===== config.mk =====
export PLATFORM = sky130hd
export DESIGN_NAME = mux_arb_2to1
export DESIGN_NICKNAME = d
export VERILOG_FILES = /design/src/rtl/mux_ctrl_pkg.sv /design/src/rtl/rr_pick2.sv /design/src/rtl/mux_arb_2to1.sv
export SDC_FILE = /design/constraint.sdc
export NUM_CORES = 1
export LEC_CHECK = 0
export ABC_AREA = 1
export CAP_MARGIN = 40
export CORE_UTILIZATION = 39
export DETAILED_ROUTE_END_ITERATION = 8
export MAX_ROUTING_LAYER = met4
export PLACE_DENSITY_LB_ADDON = 0.2
export RECOVER_POWER = 100
export SETUP_SLACK_MARGIN = 0.5
export SKIP_LAST_GASP = 1
export SLEW_MARGIN = 15
export SYNTH_ARGS = -nofsm -noshare
export SYNTH_HDL_FRONTEND = slang
export SYNTH_SLANG_ARGS = --single-unit
export TNS_END_PERCENT = 1

===== constraint.sdc =====
create_clock -name clk -period 3.47 [get_ports clk]
set_clock_uncertainty 0.2 [all_clocks]
set_input_delay 0.694 -clock clk [delete_from_list [all_inputs] [get_ports clk]]
set_output_delay 0.694 -clock clk [all_outputs]
set_load 0.01 [all_outputs]

===== src/rtl/mux_ctrl_pkg.sv =====
// Shared definitions for the 2:1 arbitrating mux: FSM state encoding and the
// default channel width.
package mux_ctrl_pkg;

    localparam int unsigned WIDTH_DEFAULT = 8;

    typedef enum logic [1:0] {
        IDLE = 2'd0,
        OWN0 = 2'd1,
        OWN1 = 2'd2
    } arb_state_t;

endpackage


===== src/rtl/rr_pick2.sv =====
// Two-requester round-robin pick: prefers the requester not granted last when
// both are valid, otherwise grants whichever one is valid.
module rr_pick2 (
    input  logic [1:0] valid,
    input  logic       last_grant,
    output logic       grant_valid,
    output logic       grant_idx
);

    // Pointer-based grant decision
    always_comb begin
        grant_valid = |valid;
        grant_idx   = ~last_grant;
        if (valid == 2'b01) begin
            grant_idx = 1'b0;
        end else if (valid == 2'b10) begin
            grant_idx = 1'b1;
        end
    end

endmodule


===== src/rtl/mux_arb_2to1.sv =====
// Round-robin 2:1 arbitrating mux with a 1-entry registered output stage.
// Optional packet lock (hold the grant until inX_last) is enabled by defining
// MUX_ARB_LOCK_EN; without it arbitration is per beat and inX_last is ignored.
module mux_arb_2to1
    import mux_ctrl_pkg::*;
#(
    parameter int unsigned WIDTH = WIDTH_DEFAULT
) (
    input  logic             clk,
    input  logic             rst_n,
    input  logic             in0_valid,
    input  logic [WIDTH-1:0] in0_data,
    input  logic             in0_last,
    output logic             in0_ready,
    input  logic             in1_valid,
    input  logic [WIDTH-1:0] in1_data,
    input  logic             in1_last,
    output logic             in1_ready,
    output logic             out_valid,
    output logic [WIDTH-1:0] out_data,
    output logic             out_src,
    input  logic             out_ready,
    output logic             sel
);

    arb_state_t state_q;
    arb_state_t state_d;
    logic       last_grant;
    logic       sel_q;
    logic       rr_valid;
    logic       rr_idx;
    logic       grant_valid;
    logic       grant_idx;
    logic       accept_ok;
    logic       fire;

    rr_pick2 u_pick (
        .valid       ({in1_valid, in0_valid}),
        .last_grant  (last_grant),
        .grant_valid (rr_valid),
        .grant_idx   (rr_idx)
    );

    // Grant selection: round-robin pick, overridden by an owning packet
    always_comb begin
        grant_valid = rr_valid;
        grant_idx   = rr_idx;
        case (state_q)
            OWN0: begin
                grant_valid = in0_valid;
                grant_idx   = 1'b0;
            end
            OWN1: begin
                grant_valid = in1_valid;
                grant_idx   = 1'b1;
            end
            default: ;
        endcase
        // No acceptance while reset is held, and sel reads 0 throughout reset
        if (!rst_n) begin
            grant_valid = 1'b0;
        end
    end

    assign sel       = rst_n & (grant_valid ? grant_idx : sel_q);
    assign accept_ok = ~out_valid | out_ready;
    assign fire      = accept_ok & grant_valid;
    assign in0_ready = fire & ~sel;
    assign in1_ready = fire & sel;

    // Grant bookkeeping: hold sel while idle, advance pointer on accepted beats
    always_ff @(posedge clk or negedge rst_n) begin
        if (!rst_n) begin
            sel_q      <= 1'b0;
            last_grant <= 1'b1;
        end else begin
            if (grant_valid) begin
                sel_q <= grant_idx;
            end
            if (fire) begin
                last_grant <= sel;
            end
        end
    end

    // Output register: load on transfer, clear on drain without reload
    always_ff @(posedge clk or negedge rst_n) begin
        if (!rst_n) begin
            out_valid <= 1'b0;
            out_data  <= '0;
            out_src   <= 1'b0;
        end else if (fire) begin
            out_valid <= 1'b1;
            out_data  <= sel ? in1_data : in0_data;
            out_src   <= sel;
        end else if (out_ready) begin
            out_valid <= 1'b0;
        end
    end

    // FSM state register
    always_ff @(posedge clk or negedge rst_n) begin
        if (!rst_n) begin
            state_q <= IDLE;
        end else begin
            state_q <= state_d;
        end
    end

`ifdef MUX_ARB_LOCK_EN
    logic mux_last;
    assign mux_last = sel ? in1_last : in0_last;

    // Packet lock next-state: a non-last first beat takes ownership, last beat releases
    always_comb begin
        state_d = state_q;
        case (state_q)
            IDLE: begin
                if (fire && !mux_last) begin
                    state_d = sel ? OWN1 : OWN0;
                end
            end
            OWN0, OWN1: begin
                if (fire && mux_last) begin
                    state_d = IDLE;
                end
            end
            default: state_d = IDLE;
        endcase
    end
`else
    logic unused_last;
    assign unused_last = in0_last ^ in1_last;

    // Per-beat arbitration: FSM never leaves IDLE
    always_comb begin
        state_d = IDLE;
    end
`endif

endmodule

==> metrics.md <==
| Metric | Value |
|---|---|
| Status | complete, no violations |
| Global Route Usage Sum | 20.51% |
| Core footprint | 1489 µm² |
| Period minus WS final | 3.266 ns |
| Layout area overhead | 62.35% |
| XOR/XNOR share of the synthesized area | 0% |
| Num rows | 14 |
| Final hold vios | 0 |
| Drt wl/cell | 12.02 µm |
| WP data arrival | 2.37 ns |
| I/O Buffers | 33 |
| Vias in the first global route | 596 |
| Synth Register Bits | 12 |
| Min-Delay Path Class | input port to asynchronous set/reset pin |
| Sequential fraction of the synthesis area | 48.79% |
| Clk root buf | clkbuf_4 |
| Pre-CTS WS | 0.1574 ns |
| Vias | 620 |
| Synth cell types | 17 |
| Post-Syn Nets | 93 |
| F_max | 0.3062 GHz |
| Critical Path RT | 2.58 ns |
| LEAKAGE | 0.4766 nW |
| Final #Nets | 132 |
| Layout cell share with drive strength beyond 1 | 13.89% |
| Initial Utilization | 41.51% |
| IO Pins | 36 |
| Routed wire length | 1490 µm |
| Number of DRC markers in iteration 0 | 8 |
| Setup CP Type | input port to output pin |
| PwrDens | 442.2 nW/µm² |
| Antenna violations before repair | 0 |
| Clock sinks | 12 |
| Vias per cell | 5.000 |
| Deepest clock path buffer count | 2 |
| Mapped cell area | 618.1 µm² |
| Setup violators final | 0 |
| Chip width | 41.81 µm |
| Setup WS post-layout | 0.2044 ns |
| Global route overflow | 0 |
| Clock Latency Late Sink | 0.26 ns |
| Antenna Diode Count | 0 |
| Post-Synth Adder-Cell Area | 0% |
| RSZ-0062 raised after global routing | yes |
| CTS clk-pin slew, worst paths | 0.07 ns |
| CTS tree | yes |
| TritonCTS buffer count | 3 |
| HPWL Detailed | 1112 µm |
| GP Congestion | 0.7169 |
| Final critical-path share of the clock period | 94.11% |
| Total negative setup slack | 0 ns |
| DRC | 0 |
| Number of routed nets with antenna violations | 0 |
| Die Ht | 41.81 µm |
| Compound-Gate Fraction of Synth Area | 6.073% |
| Max-cap violations | 0 |
| Crit-path max FO | 9 |
| Post-Synth Simple-Gate Area | 36.44% |
| Largest family of logic cells by synthesized area | simple AND/OR/NAND/NOR gates |
| Fin util | 67.40% |
| Syn Inst Count | 70 |
| Slew Limit Headroom | 76.21% |
| H-tree levels | 1 |
| Post-synthesis mux area share | 0% |
| DRT Pass-1 Iters | 4 |
| Worst VDD drop | 0.2499 mV |
| Crit path capture type | output pin |
| First-pass GRT wire length | 2649 µm |
| Largest net degree at the start of global routing | 17 |
| CP startpoint kind | input port |
| Max Slew Vio Count | 0 |
| Slew @ Worst Pin | 0.3565 ns |
| Synth warn | 0 |
| Syn_area_per_cell | 8.830 µm² |
| Die Area | 1748 µm² |
==> power breakdown <==
part,total (W),leakage (nW),switching [W],internal [W]
clock,0.000109,0.0210,0.0000451,0.0000636
sequential,0.000184,0.143,0.0000146,0.000170
combinational,0.000151,0.312,0.0000710,0.0000797
total,0.000444,0.477,0.000131,0.000313
==> metrics by stage <==
| stage | power, W | instances | area (µm²) | hold slack (ns) |
|---|---|---|---|---|
| 2_1_floorplan | 0.0002583 | 70 | 618.1 | 0.1984 |
| 3_5_place_dp | 0.0003508 | 119 | 967.2 | 0.2711 |
| 4_1_cts | 0.0004621 | 124 | 1013 | 0.1837 |
| 6_report | 0.0004438 | 124 | 1003 | 0.1851 |
| 3_3_place_gp | 0.0003479 | 119 | 967.2 | 0.2660 |
| 5_1_grt | 0.0004720 | 124 | 1003 | 0.1809 |
==> cell families after synthesis <==
family	count (synthesis)
AOI/OAI and AO/OA	3
buffers and inverters	11
DFF	12
and+or+nand+nor	44
==> critical path, cell delays in order <==
cell           delay (ns)
dlygate4sd3_1        0.59
o21ai_4              0.21
nand2_4              0.12
nand2_4              0.11
nor2_1               0.06
dlygate4sd3_1        0.59
==> state kept, by name (all words and copies together), names as in the netlist <==
name        count
sel_q           1
out_src         1
out_valid       1
last_grant      1
out_data        8
==> per-layer routing <==
| metal | GRT usage, % | vias to the layer above | part of all wire (%) |
|---|---|---|---|
| met5 | - | - | 0 |
| met2 | 30.31 | 23 | 48 |
| li1 | - | 309 | - |
| met4 | 9.677 | 0 | 1.3 |
| met1 | 27.65 | 286 | 45 |
| met3 | 3.043 | 2 | 6.0 |
==> final timing paths <==
path | start | to | slack [ns] | cells past startpoint
setup / recovery | in0_valid | sel | 0.20 | 6
hold / removal | rst_n | sel_q | 0.19 | 1
setup reg to reg | out_valid | out_src | 2.09 | 7
hold reg to reg | out_src | out_src | 0.29 | 2
max in group asynchronous | rst_n | last_grant | 2.38 | 2
min in group clk | out_src | out_src | 0.29 | 2
==> cell usage in the layout, fill, tap and decap left out, types with 2 or more instances in the layout <==
cell	instances
inv_1	6
nand4_1	8
o21ai_4	2
clkdlybuf4s50_1	18
dlygate4sd3_1	12
dlygate4sd2_1	2
inv_2	2
nand3_1	16
dfrtp_1	11
nand2_4	2
clkbuf_4	3
nor2_1	5
nand2_1	13
buf_4	4
==> cells in the mapped netlist, drive strengths merged <==
cell / number / area, µm²
buf: 3 / 23.77
dfrtp: 11 / 275.3
dfstp: 1 / 26.28
inv: 8 / 30.03
nand2: 15 / 66.32
nand3: 16 / 80.08
nand4: 8 / 50.05
nor2: 5 / 28.78
o21ai: 3 / 37.53
==> what timing repair did <==
action                     in CTS  in global routing
setup buffers                   1                  0
gates cloned                    0                  0
setup endpoints to repair       3                  3
pin swaps                       3                  0
gates resized for setup         3                  1
hold buffers                    0                  0
==> area by class of cell <==
| class | count | area [µm²] |
|---|---|---|
| multi-input combinational | 47 | 257.7 |
| tap | 16 | 20.02 |
| sequential | 12 | 301.5 |
| inverter | 8 | 30.03 |
| timing repair buffer | 37 | 357.8 |
| fill | 139 | 485.5 |
| clock buffer | 4 | 36.28 |
Note: power is estimated with default switching activity, not from simulation.
